### config.mk
export PLATFORM = sky130hd
export DESIGN_NAME = muldiv_seq_unit
export DESIGN_NICKNAME = d
export VERILOG_FILES = /design/src/rtl/muldiv_seq_unit.sv
export SDC_FILE = /design/constraint.sdc
export NUM_CORES = 1
export LEC_CHECK = 0
export ABC_CLOCK_PERIOD_IN_PS = 5700
export CAP_MARGIN = 20
export CORE_MARGIN = 2
export CORE_UTILIZATION = 50
export CTS_CLUSTER_SIZE = 12
export DETAILED_ROUTE_END_ITERATION = 8
export PLACE_DENSITY_LB_ADDON = 0.12
export SYNTH_ARGS = -nofsm -noshare
export SYNTH_HDL_FRONTEND = slang
export SYNTH_SLANG_ARGS = --single-unit
### constraint.sdc
create_clock -name clk -period 5.7 [get_ports clk]
set_input_delay 1.14 -clock clk [delete_from_list [all_inputs] [get_ports clk]]
set_output_delay 1.14 -clock clk [all_outputs]
set_load 0.02 [all_outputs]
### src/rtl/muldiv_seq_unit.sv
// Iterative multiply/divide unit with SPECIAL-funct decode; owns HI/LO.
// Retires BITS_PER_CYCLE bits per cycle, then a one-cycle sign fix-up writes HI/LO.
module muldiv_seq_unit #(
  parameter int WIDTH          = 32,
  parameter int BITS_PER_CYCLE = 1
) (
  input  logic             clk,
  input  logic             rst_n,
  input  logic             valid_i,
  input  logic [5:0]       op_i,
  input  logic [5:0]       ft_i,
  input  logic [WIDTH-1:0] rs_val_i,
  input  logic [WIDTH-1:0] rt_val_i,
  output logic             is_md_o,
  output logic             stall_o,
  output logic             busy_o,
  output logic             done_o,
  output logic             rd_we_o,
  output logic [WIDTH-1:0] rd_data_o,
  output logic [WIDTH-1:0] hi_o,
  output logic [WIDTH-1:0] lo_o
);

  localparam int N  = WIDTH / BITS_PER_CYCLE;
  localparam int CW = (N > 1) ? $clog2(N) : 1;
  localparam int WB = WIDTH + BITS_PER_CYCLE;

  localparam logic [5:0] OP_SPECIAL = 6'b000000;
  localparam logic [5:0] F_MFHI     = 6'b010000;
  localparam logic [5:0] F_MTHI     = 6'b010001;
  localparam logic [5:0] F_MFLO     = 6'b010010;
  localparam logic [5:0] F_MTLO     = 6'b010011;
  localparam logic [5:0] F_MULT     = 6'b011000;
  localparam logic [5:0] F_MULTU    = 6'b011001;
  localparam logic [5:0] F_DIV      = 6'b011010;
  localparam logic [5:0] F_DIVU     = 6'b011011;

  typedef enum logic [1:0] {IDLE, RUN, FIX} state_t;

  state_t          state;
  logic [CW-1:0]   cnt;

  logic            mul_q;
  logic            neg_a;
  logic            neg_b;
  logic            zero_div;
  logic [WIDTH-1:0] opa;
  logic [WIDTH-1:0] hi_acc;
  logic [WIDTH-1:0] lo_acc;

  logic            go;
  logic            start;
  logic            sgn_op;
  logic            mul_op;

  logic [WB-1:0]    mul_sum;
  logic [WIDTH-1:0] div_r;
  logic [WIDTH-1:0] div_q;
  logic [WIDTH:0]   div_sh;
  logic [WIDTH-1:0] step_hi;
  logic [WIDTH-1:0] step_lo;

  logic [2*WIDTH-1:0] prod;
  logic [WIDTH-1:0]   quo;
  logic [WIDTH-1:0]   rem;
  logic [WIDTH-1:0]   fix_hi;
  logic [WIDTH-1:0]   fix_lo;

  function automatic logic [WIDTH-1:0] mag(input logic [WIDTH-1:0] v, input logic sgn);
    return (sgn && v[WIDTH-1]) ? -v : v;
  endfunction

  // Decode and hazard front end
  assign is_md_o = valid_i && (op_i == OP_SPECIAL) &&
                   (ft_i inside {F_MFHI, F_MTHI, F_MFLO, F_MTLO,
                                 F_MULT, F_MULTU, F_DIV, F_DIVU});
  assign busy_o  = (state != IDLE);
  assign stall_o = is_md_o && busy_o;
  assign go      = is_md_o && !stall_o;
  assign start   = go && (ft_i inside {F_MULT, F_MULTU, F_DIV, F_DIVU});
  assign rd_we_o = go && (ft_i == F_MFHI || ft_i == F_MFLO);
  assign sgn_op  = ~ft_i[0];
  assign mul_op  = ~ft_i[1];

  always_comb begin
    rd_data_o = '0;
    if (is_md_o && ft_i == F_MFHI)      rd_data_o = hi_o;
    else if (is_md_o && ft_i == F_MFLO) rd_data_o = lo_o;
  end

  // One iteration of shift-add multiply or restoring divide
  // NOTE: blocking assignments here build a chain of combinational steps inside one cycle.
  always_comb begin
    mul_sum = {{BITS_PER_CYCLE{1'b0}}, hi_acc} +
              WB'(opa) * WB'(lo_acc[BITS_PER_CYCLE-1:0]);
    div_r  = hi_acc;
    div_q  = lo_acc;
    div_sh = '0;
    for (int i = 0; i < BITS_PER_CYCLE; i++) begin
      div_sh = {div_r, div_q[WIDTH-1]};
      div_q  = {div_q[WIDTH-2:0], 1'b0};
      if (div_sh >= {1'b0, opa}) begin
        div_sh   = div_sh - {1'b0, opa};
        div_q[0] = 1'b1;
      end
      div_r = div_sh[WIDTH-1:0];
    end
    if (mul_q) begin
      step_hi = mul_sum[WB-1:BITS_PER_CYCLE];
      step_lo = {mul_sum[BITS_PER_CYCLE-1:0], lo_acc[WIDTH-1:BITS_PER_CYCLE]};
    end else begin
      step_hi = div_r;
      step_lo = div_q;
    end
  end

  // Sign fix-up; a zero divisor leaves the remainder as rs and forces quotient to all ones
  always_comb begin
    prod = {hi_acc, lo_acc};
    if (neg_a ^ neg_b) prod = -prod;
    quo = lo_acc;
    if (neg_a ^ neg_b) quo = -quo;
    if (zero_div) quo = '1;
    rem = neg_a ? -hi_acc : hi_acc;
    fix_hi = mul_q ? prod[2*WIDTH-1:WIDTH] : rem;
    fix_lo = mul_q ? prod[WIDTH-1:0]       : quo;
  end

  // NOTE: the iteration datapath carries no reset; it is always loaded at issue before use.
  always_ff @(posedge clk) begin
    if (state == IDLE && start) begin
      mul_q    <= mul_op;
      neg_a    <= sgn_op && rs_val_i[WIDTH-1];
      neg_b    <= sgn_op && rt_val_i[WIDTH-1];
      zero_div <= (rt_val_i == '0);
      opa      <= mul_op ? mag(rs_val_i, sgn_op) : mag(rt_val_i, sgn_op);
      lo_acc   <= mul_op ? mag(rt_val_i, sgn_op) : mag(rs_val_i, sgn_op);
      hi_acc   <= '0;
    end else if (state == RUN) begin
      hi_acc <= step_hi;
      lo_acc <= step_lo;
    end
  end

  always_ff @(posedge clk or negedge rst_n) begin
    if (!rst_n) begin
      state  <= IDLE;
      cnt    <= '0;
      hi_o   <= '0;
      lo_o   <= '0;
      done_o <= 1'b0;
    end else begin
      done_o <= 1'b0;
      case (state)
        IDLE: begin
          if (start) begin
            cnt   <= '0;
            state <= RUN;
          end else if (go && ft_i == F_MTHI) begin
            hi_o <= rs_val_i;
          end else if (go && ft_i == F_MTLO) begin
            lo_o <= rs_val_i;
          end
        end
        RUN: begin
          cnt <= cnt + 1'b1;
          if (cnt == CW'(N - 1)) state <= FIX;
        end
        FIX: begin
          hi_o   <= fix_hi;
          lo_o   <= fix_lo;
          done_o <= 1'b1;
          state  <= IDLE;
        end
        default: state <= IDLE;
      endcase
    end
  end

endmodule

# ---- After elaboration in Yosys (flattened, before gate mapping)
# Index checks and enable logic that the tools add are counted.
dict set report op_classes {
  order_cmp 1
  mul 1
  n_reduce_logical 28
  muxes 31
  n_bitwise 3
  n_eq_ne 17
  addsub 8
}
# cell n
set ops {}
lappend ops {{$mux W32} 21}
lappend ops {{$neg A32 Y32} 4}
lappend ops {{$pmux W32 S2} 2}
lappend ops {{$mux W64} 1}
lappend ops {{$neg A64 Y64} 1}
lappend ops {{$eq A6 B5 Y1 const B} 8}
lappend ops {{$add A32 B33 Y33} 1}
lappend ops {{$ge A33 B32 Y1} 1}
lappend ops {{$mul A32 B1 Y33} 1}
lappend ops {{$logic_not A32 Y1} 1}
lappend ops {{$sub A32 B32 Y32} 1}
lappend ops {{$logic_and A1 B1 Y1} 13}
lappend ops {{$pmux W5 S2} 1}
lappend ops {{$reduce_bool A2 Y1} 4}
lappend ops {{$reduce_bool A8 Y1} 1}
lappend ops {{$logic_not A6 Y1} 1}
lappend ops {{$ne A2 B1 Y1 const B} 3}
lappend ops {{$ne A2 B2 Y1 const B} 3}
lappend ops {{$add A5 B1 Y5 const B} 1}
lappend ops {{$eq A5 B5 Y1 const B} 1}
lappend ops {{$mux W5} 1}
lappend ops {{$mux W2} 2}
lappend ops {{$pmux W2 S2} 1}
lappend ops {{$reduce_and A2 Y1} 2}
lappend ops {{11 further kinds} 13}
dict set report word_totals {
  word_cells 101
  in_bits 79
  out_inout_bits 101
  register_bits 172
}

# ---- Logic depth before layout (Yosys ltp)
# Gate-level depths: netlist of the first run.
dict set report depth {
  depth_word 11
  ltp_mapped 14
  depth_no_buf 13
}

# ---- Worst setup path after synthesis of the first run
# Ideal clock, no wire load.
dict set report synth_timing {
  path_kind {register to register}
  startpoint {reg lo_acc[0]}
  endpoint {reg hi_o[24]}
  synth_period_minus_slack_ns 3.856
  path_stages_with_launch 14
  setup_time_ns 0.137
  slack_ns 1.844
  arrival_time_ns 3.719
  path_cell_list {edfxtp_1 > inv_1 > clkbuf_1 > ha_1 > or4b_1 > nor4_1 > nand4b_1 > or3_1 > clkbuf_1 > nand2_1 > nand3_1 > o41ai_1 > xor2_1 > o211ai_1}
}
dict set report synth_via {
  elab_chain_len 4
}
# item line_no
set synth_rtl {}
lappend synth_rtl {{from (decl)} 49} ;# logic [WIDTH-1:0] lo_acc;
lappend synth_rtl {{from (signal assigned)} 137} ;# lo_acc <= mul_op ? mag(rt_val_i, sgn_op) : mag(rs_val_i, sgn_op);
lappend synth_rtl {{from (signal assigned)} 141} ;# lo_acc <= step_lo;
lappend synth_rtl {{$neg A64 Y64} 120} ;# if (neg_a ^ neg_b) prod = -prod;
lappend synth_rtl {{$mux W64} 120}
lappend synth_rtl {{$mux W32} 125} ;# fix_hi = mul_q ? prod[2*WIDTH-1:WIDTH] : rem;
lappend synth_rtl {{$pmux W32 S2} 154} ;# case (state)
lappend synth_rtl {{to (signal assigned)} 160} ;# hi_o <= rs_val_i;
lappend synth_rtl {{to (signal assigned)} 170} ;# hi_o <= fix_hi;
lappend synth_rtl {{to (decl)} 20} ;# output logic [WIDTH-1:0] hi_o,
# No other way between the ends.
# A chain may end at the register's enable or synchronous reset.

# ---- Worst setup path in the final report of the first run
dict set report layout_timing {
  startpoint {in op_i[1]}
  endpoint {out rd_data_o[21]}
}
dict set report layout_via {
  elab_chain_len 6
  word_cells_on_any_way 7
  classes_between {2 x mux; 5 x reduce/logical}
}
# item line_no
set layout_rtl {}
lappend layout_rtl {{from (decl)} 10} ;# input logic [5:0] op_i,
lappend layout_rtl {{$logic_not A6 Y1 *} 74} ;# assign is_md_o = valid_i && (op_i == OP_SPECIAL) &&
lappend layout_rtl {{$logic_and A1 B1 Y1 * (2 in a row)} 74}
lappend layout_rtl {{$logic_and A1 B1 Y1} 88} ;# else if (is_md_o && ft_i == F_MFLO) rd_data_o = lo_o;
lappend layout_rtl {{$mux W32} 88}
lappend layout_rtl {{$mux W32 *} 87} ;# if (is_md_o && ft_i == F_MFHI) rd_data_o = hi_o;
lappend layout_rtl {{to (decl)} 19} ;# output logic [WIDTH-1:0] rd_data_o,
# Mark *: on every way between the ends. The rest lies on a longest branch, timed or not.

==> results.json, run 1 <==
{
  "status": "complete, no violations",
  "numCtsBuffers": 17,
  "numClockSinks": 172,
  "reg2reg_depth": 13,
  "ys_types": 77,
  "synth-seq-area-share_pct": 29.3,
  "power_mw": 5.26,
  "clk_pin_slew_ps": 70,
  "fillers": 2811,
  "cts-resized-gates": 0,
  "rsz0062_at_grt": "no",
  "post_synth_inst_count": 1961,
  "drv_cap": 0,
  "yosysTopAreaCell": "edfxtp_1",
  "met3_length_um": 4020,
  "min_path_type": "reg -> reg",
  "gp_congestion": 0.996,
  "hold_path_end": "lo_o[17]",
  "dp_hpwl_um": 41300,
  "r2r-end": "hi_o[24]",
  "clk_latency_ps": 470,
  "synth_area_sq_um": 15300,
  "num_vias": 15556,
  "yosys-top-cells-area": "edfxtp_1 13%, dfrtp_1 12%, a21oi_1 6.2%, nor2_1 6.1%, ha_1 5.7%",
  "tightest_slew_ps": 1030,
  "path_class": "in -> out",
  "cts_tree": "done",
  "end_kind": "output port",
  "synthesis.nets": 2112,
  "drive_above_1_share_pct": 4.52,
  "max_freq_mhz": 221,
  "post-cts-setup-buffers": 0,
  "crit_arrival_ps": 3380,
  "drtIter0Drc": 1611,
  "rrSetupSlack_ps": 1460,
  "avgRoutedWirePerCell_um": 22.0,
  "dp.cells": 2443,
  "chipWidth_um": 179,
  "clock_skew_ps": 17.3,
  "holdBufCountCts": 0,
  "antenna_found_initial": 0,
  "die_h_um": 179,
  "grt_pass1_vias": 14321,
  "synth_seq_cells": 172,
  "cts_buffer_depth": 2,
  "power_density_nw_per_um2": 294,
  "area_growth_pct": 17.2,
  "wl_met1_um": 22700,
  "grt_pass1_wl_um": 81900,
  "slew_viol_final": 0,
  "async_flop_share_pct": 41.9,
  "drc_errors": 0,
  "holdWs_ps": 504,
  "synth_top_area_share_pct": 13.3,
  "cp_max_fo": 33,
  "ir_drop_uv": 218,
  "cp-start-kind": "input port",
  "hold_viol_final": 0,
  "die-area_sq_um": 32000,
  "tns_ps": 0,
  "cp.required_ps": 4560,
  "yosysWarnings": 0,
  "wl_met2_um": 25800,
  "slew-limit-headroom_pct": 31.0,
  "power.leakage_nw": 7.39,
  "numPortBuffers": 179,
  "start_util_pct": 50.4,
  "h-tree-depth": 4,
  "drtAntennaViolNets": 0,
  "grt_use_total_pct": 33.6,
  "num_io_pins": 180,
  "viasPerCell": 6.28,
  "min_delay_path_depth": 2,
  "std_cell_rows": 64,
  "root_buffer": "clkbuf_16",
  "syn_avg_cell_area_sq_um": 7.80,
  "min_period_ps": 4520,
  "post-route-period-util_pct": 79.3,
  "ys.flop_type": "dfrtp_1",
  "min_from": "lo_o[17]",
  "grt_max_degree": 76,
  "core-area_sq_um": 30300,
  "nets": 2218,
  "synth-edff-count": 68,
  "antennaDiodeCount": 0,
  "overflow": 0,
  "setup_viol": 0,
  "final_cells": 2476,
  "drt-total-wl_um": 54500,
  "r2r-start": "lo_acc[0]",
  "top_layer": "met4",
  "drt-pass1-iter-count": 6
}
==> synthesized netlist by cell type (32+ instances only) <==
library cell / count
dfrtp_1: 72
nor3_1: 48
nand2_1: 163
nor2_1: 248
clkbuf_1: 90
a21oi_1: 189
xnor2_1: 89
nand3_1: 38
ha_1: 70
a21o_1: 42
dfxtp_1: 32
a211oi_1: 33
o21ai_0: 171
mux2i_1: 73
xor2_1: 81
o22ai_1: 40
edfxtp_1: 68
inv_1: 72
==> layout make-up <==
type	instances	area, sq um	area share (%)
clock buffer	20	500	2.79
clock inverter	12	141	0.788
timing repair buffer	207	2020	11.2
sequential	172	4480	25.0
inverter	72	270	1.51
tap	396	495	2.76
multi-input combinational	1597	10000	55.9
==> flip-flops by register name, indices dropped and copies added, names as in the netlist, 2 cells and up <==
name and cells:
lo_o 32, opa 32, cnt 5, state 2, hi_acc 32, lo_acc 32, hi_o 32
==> critical path, cell delays in order <==
cell and delay, ps:
clkdlybuf4s50_1 400, nor4b_1 300, nand3_1 170, nor3b_1 280, nand2b_1 80, buf_4 230
nor2_1 140, clkdlybuf4s50_1 620
==> routing by layer <==
layer / track usage, % / vias to the layer above
met5: 0 / -
met4: 12.2 / 0
met3: 5.87 / 142
met2: 55.3 / 712
met1: 44.3 / 7356
li1: - / 7346
==> through the flow <==
step	util [%]	worst slack, ps	cell area, sq um
final	59.1	1180	17900
after global routing	59.1	1000	17900
after CTS	59.0	1150	17900
after detailed placement	56.9	1150	17300
after global placement	56.9	1190	17300
after floorplan	-	1840	15300
==> where the power goes <==
| group | internal [mW] | switching [mW] |
|---|---|---|
| clock network | 0.734 | 0.562 |
| registers | 1.39 | 0.329 |
| logic | 0.928 | 1.32 |
==> cells by family (layout without fill, tap and decap cells) <==
| group | after synthesis | in the layout | share of synthesized area, % |
|---|---|---|---|
| adder cells (fa/ha/maj) | 72 | 72 | 5.98 |
| XOR/XNOR | 170 | 170 | 9.73 |
| multiplexers | 76 | 76 | 5.00 |
| buffers and inverters | 192 | 311 | 5.29 |
| AND/OR/NAND/NOR | 659 | 659 | 20.0 |
| flip-flops | 172 | 172 | 29.3 |
| AO/OA/AOI/OAI | 620 | 620 | 24.7 |
==> layout by cell type, fill, tap and decap left out, drive strengths merged, types with 25 or more instances in the layout <==
master,instances
nand3,38
o22ai,40
nor2,248
buf,30
xor2,81
a21oi,189
dfrtp,72
ha,70
edfxtp,68
or3,25
inv,77
nand2,163
mux2i,73
clkdlybuf4s50,177
a21o,42
a211oi,33
dfxtp,32
o21ai,172
nor4,26
nor3,48
xnor2,89
==> worst max path at each step <==
| stage | from | to | slack [ps] | cells past startpoint |
|---|---|---|---|---|
| after CTS | op_i[1] | rd_data_o[7] | 1150 | 8 |
| after global placement | op_i[1] | rd_data_o[4] | 1190 | 8 |
| final | op_i[1] | rd_data_o[21] | 1180 | 8 |
| after global routing | op_i[1] | rd_data_o[24] | 1000 | 8 |
| after floorplan | lo_acc[0] | hi_o[24] | 1840 | 13 |
| after detailed placement | op_i[1] | rd_data_o[21] | 1150 | 8 |
(Power assumes the default switching activity.)
==> run 2, diff against run 1 <==
Settings changed: ABC_CLOCK_PERIOD_IN_PS 5700 to 4400.
Clock period 5.7 ns to 4.4 ns, I/O delays scaled along.
==> run 2 against run 1 <==
  * Sequential cell count stayed put
  * Critical endpoint is now hi_o[21]
  * Critical path depth is 1 higher
  * Clock power is 20% higher
==> results.json, run 2 (synthesized netlist as in run 1, its figures left out) <==
{
  "gp_congestion": 0.984,
  "cp_max_fo": 6,
  "clock_skew_ps": 11.3,
  "reg2reg_depth": 9,
  "holdWs_ps": 502,
  "crit_arrival_ps": 4400,
  "end_kind": "flip-flop",
  "crit_slowest_cell": "or4_1",
  "core-area_sq_um": 30300,
  "cts_tree": "done",
  "final_cells": 2509,
  "min_path_type": "reg -> reg",
  "min_period_ps": 4080,
  "dp_hpwl_um": 41200,
  "drtIter0Drc": 1696,
  "numCtsBuffers": 17,
  "chipWidth_um": 179,
  "setup_viol": 0,
  "grt_pass1_vias": 14095,
  "crit_chain": "or3_1, or4_1, or4_1, o41ai_2, a41o_1, or4b_4, o41ai_2, xor2_1, a21oi_1",
  "path_class": "reg -> reg",
  "slowest_delay_ps": 650,
  "cp.required_ps": 4720,
  "power.leakage_nw": 7.52,
  "cts-resized-gates": 0,
  "status": "complete, no violations",
  "critical_path.top_delay_family": "simple AND/OR/NAND/NOR gates",
  "cts_buffer_depth": 2,
  "tns_ps": 0,
  "numClockSinks": 172,
  "drc_errors": 0,
  "holdBufCountCts": 0,
  "clk_pin_slew_ps": 70,
  "num_io_pins": 180,
  "overflow": 0,
  "viasPerCell": 6.22,
  "rsz0062_at_grt": "no",
  "power_density_nw_per_um2": 375,
  "crit_buf_inv": 0,
  "post-cts-setup-buffers": 0,
  "place_ws_ps": 375,
  "max_freq_mhz": 245,
  "cp_num_cells": 9,
  "antenna_found_initial": 0,
  "die-area_sq_um": 32000,
  "drt-pass1-iter-count": 6,
  "layout_commonest_cell": "nor2_1",
  "dp.cells": 2476,
  "setup_ws_ps": 319,
  "drtAntennaViolNets": 0,
  "post-route-period-util_pct": 92.8,
  "drive_above_1_share_pct": 5.87,
  "slew-limit-headroom_pct": 31.3,
  "area_growth_pct": 18.6,
  "power_mw": 6.80,
  "final_cell_mix": "247 x nor2_1, 189 x a21oi_1, 177 x clkdlybuf4s50_1, 171 x o21ai_0, 163 x nand2_1",
  "tightest_slew_ps": 1020,
  "hold_viol_final": 0,
  "cp-start-kind": "flip-flop",
  "min_delay_path_depth": 2,
  "start_util_pct": 50.4,
  "numPortBuffers": 179,
  "std_cell_rows": 64,
  "clk_latency_ps": 450,
  "root_buffer": "clkbuf_16",
  "die_h_um": 179,
  "grt_pass1_wl_um": 80900,
  "h-tree-depth": 4,
  "grt_max_degree": 73,
  "nets": 2251,
  "slew_viol_final": 0,
  "antennaDiodeCount": 0,
  "num_vias": 15607,
  "grt_use_total_pct": 33.1,
  "ir_drop_uv": 283,
  "drt-total-wl_um": 53900,
  "drv_cap": 0,
  "avgRoutedWirePerCell_um": 21.5
}
==> run 2: cell count changes in the layout (fill, tap and decap cells not counted) <==
cell / delta
buf_4: +32
clkbuf_8: +3
clkbuf_16: -2
inv_6: -2
buf_12: +1
bufinv_16: -1
clkbuf_1: +1
clkinvlp_4: +1
nand2b_1: +1
nand2b_2: -1
nor2_1: +1
nor2_2: -1
==> run 2: worst paths after layout <==
path	from	end	slack, ps
setup / recovery	lo_acc[7]	hi_o[21]	320
hold / removal	lo_o[27]	lo_o[27]	500
setup reg to reg	lo_acc[7]	hi_o[21]	320
hold reg to reg	lo_o[27]	lo_o[27]	500
max in group asynchronous	rst_n	hi_o[7]	3150
min in group asynchronous	rst_n	cnt[2]	570
==> run 2: cell type report <==
cell class                      count  area (sq um)
Tap cell                          396           495
Sequential cell                   172          4480
Fill cell                        2825         12200
Clock buffer                       22           495
Inverter                           72           270
Timing Repair Buffer              240          2280
Clock inverter                     10           101
Multi-Input combinational cell   1597         10000
==> run 2: metrics by stage <==
stage                     util, %  area [sq um]
after floorplan                 -         15300
after global placement       57.7         17500
after detailed placement     57.7         17500
after CTS                    59.7         18100
after global routing         59.8         18100
final                        59.8         18100
==> run 2: worst reg2reg max path, delay by kind of cell (launching register included) <==
kind	cells	cell delay [ps]
DFF	1	460
AOI/OAI and AO/OA	4	1050
and+or+nand+nor	4	2250
xor gates and xnor gates	1	200
==> run 2: metal layers <==
layer / vias up / global-route usage, % / wire length, um
li1: 7389 / - / -
met1: 7460 / 44.7 / 23100
met2: 652 / 54.5 / 25700
met3: 106 / 3.97 / 3460
met4: 0 / 11.5 / 1640
met5: - / 0 / 0
==> run 2: power breakdown <==
group	switching, mW	internal, mW	leakage (nW)
Sequential	0.232	1.80	1.72
Clock	0.696	0.867	0.293
Combinational	1.91	1.30	5.51
Total	2.83	3.97	7.52
==> run 3, diff against run 2 <==
Settings changed: PLACE_DENSITY set to 0.73, PLACE_DENSITY_LB_ADDON 0.12 to unset.
==> run 3 against run 2 <==
  * Via count increased by 2.2%
  * Fmax shrank 0.32%
  * Count of clock-buffer cells in the layout shrank 4
  * First-iteration DRC count up 1.5%
  * Combinational power grew 5%
  * Sequential share of layout area down 0.054 points
  * Non-clock buffer count increased by 7
  * Cell count is 0.28% higher
  * Sequential power down 3%
  * Largest cell class unchanged
==> results.json, run 3 (synthesized netlist as in run 1, its figures left out) <==
{
  "status": "complete, no violations",
  "std_cell_rows": 64,
  "min_delay_path_depth": 2,
  "dpl_cell_area_sq_um": 17600,
  "tns_ps": 0,
  "slew_viol_final": 0,
  "cts_tree": "done",
  "cp.required_ps": 3520,
  "path_class": "in -> out",
  "rsz0062_at_grt": "no",
  "power_density_nw_per_um2": 381,
  "drtAntennaViolNets": 0,
  "seqCellArea_sq_um": 4480,
  "dp.cells": 2484,
  "cts-resized-gates": 0,
  "final_cells": 2516,
  "drtIter0Drc": 1722,
  "drive_above_1_share_pct": 6.23,
  "numClockSinks": 172,
  "min_path_type": "reg -> reg",
  "gp_congestion": 0.990,
  "start_util_pct": 50.4,
  "multiInputGateArea_sq_um": 10000,
  "num_io_pins": 180,
  "numCtsBuffers": 17,
  "drt-pass1-iter-count": 6,
  "nets": 2258,
  "reg2reg_depth": 9,
  "die_h_um": 179,
  "avgRoutedWirePerCell_um": 22.8,
  "grt_pass1_vias": 14676,
  "area_growth_pct": 18.8,
  "viasPerCell": 6.34,
  "drt-total-wl_um": 57400,
  "power.leakage_nw": 7.56,
  "power_mw": 6.93,
  "grt_max_degree": 76,
  "holdWs_ps": 508,
  "holdBufCountCts": 0,
  "final_cell_mix": "247 x nor2_1, 189 x a21oi_1, 177 x clkdlybuf4s50_1, 171 x o21ai_0, 163 x nand2_1",
  "grt_use_total_pct": 35.2,
  "antennaDiodeCount": 0,
  "die-area_sq_um": 32000,
  "root_buffer": "clkbuf_16",
  "dp_hpwl_um": 44200,
  "post-cts-setup-buffers": 0,
  "grt_pass1_wl_um": 85700,
  "setup_viol": 0,
  "cp_max_fo": 30,
  "overflow": 0,
  "setup_ws_ps": 306,
  "clock_skew_ps": 11.4,
  "place_ws_ps": 311,
  "drc_errors": 0,
  "max_freq_mhz": 244,
  "numPortBuffers": 179,
  "num_vias": 15952,
  "end_kind": "output port",
  "final_core_util_pct": 59.9,
  "crit_arrival_ps": 3210,
  "cts_buffer_depth": 2,
  "drv_cap": 0,
  "core-area_sq_um": 30300,
  "layout_commonest_cell": "nor2_1",
  "slew-limit-headroom_pct": 32.3,
  "antenna_found_initial": 1,
  "fin_area_sq_um": 18200,
  "h-tree-depth": 4,
  "cp-start-kind": "input port",
  "chipWidth_um": 179,
  "ir_drop_uv": 255,
  "clk_latency_ps": 450,
  "post-route-period-util_pct": 93.1,
  "min_period_ps": 4090,
  "fillers": 2736,
  "clk_pin_slew_ps": 70,
  "tightest_slew_ps": 1020,
  "hold_viol_final": 0
}
## run 3: changes by cell type in the layout (fill, tap and decap cells not counted), sizes merged
cell / previous run / this run
inv: 75 / 78
clkbuf: 22 / 18
buf: 63 / 70
bufinv: 1 / 2
clkinvlp: 1 / 0
clkinv: 5 / 6
## run 3: layout make-up
type / count / area share [%]
timing repair buffer: 247 / 12.8
clock buffer: 18 / 2.36
multi-input combinational: 1597 / 55.1
sequential: 172 / 24.7
clock inverter: 14 / 0.881
tap: 396 / 2.73
inverter: 72 / 1.49
## run 3: worst paths after layout
kind | start | to | slack, ps
max | ft_i[4] | rd_data_o[27] | 310
min | hi_o[2] | hi_o[2] | 510
max reg2reg | lo_acc[16] | hi_o[21] | 390
min reg2reg | hi_o[2] | hi_o[2] | 510
max in group asynchronous | rst_n | hi_o[1] | 3200
min in group asynchronous | rst_n | lo_o[24] | 560
## run 3: where the power goes
| part | switching, mW | total (mW) | internal (mW) |
|---|---|---|---|
| sequential | 0.170 | 1.97 | 1.80 |
| clock | 0.736 | 1.59 | 0.851 |
| combinational | 2.04 | 3.37 | 1.33 |
## run 3: layer usage
metal / GRT usage [%] / vias to the layer above / part of all wire [%]
li1: - / 7404 / -
met1: 48.2 / 7629 / 42
met2: 57.6 / 803 / 47
met3: 4.58 / 116 / 7.4
met4: 11.4 / 0 / 3.1
met5: 0 / - / 0
## run 3: worst max-delay path, cell delays in order
cell and delay (ps):
clkdlybuf4s50_1 450, nor3b_1 240, nand3_1 160, nor3b_1 280, nand2b_1 150, buf_4 260, nor2_1 150, clkdlybuf4s50_1 630
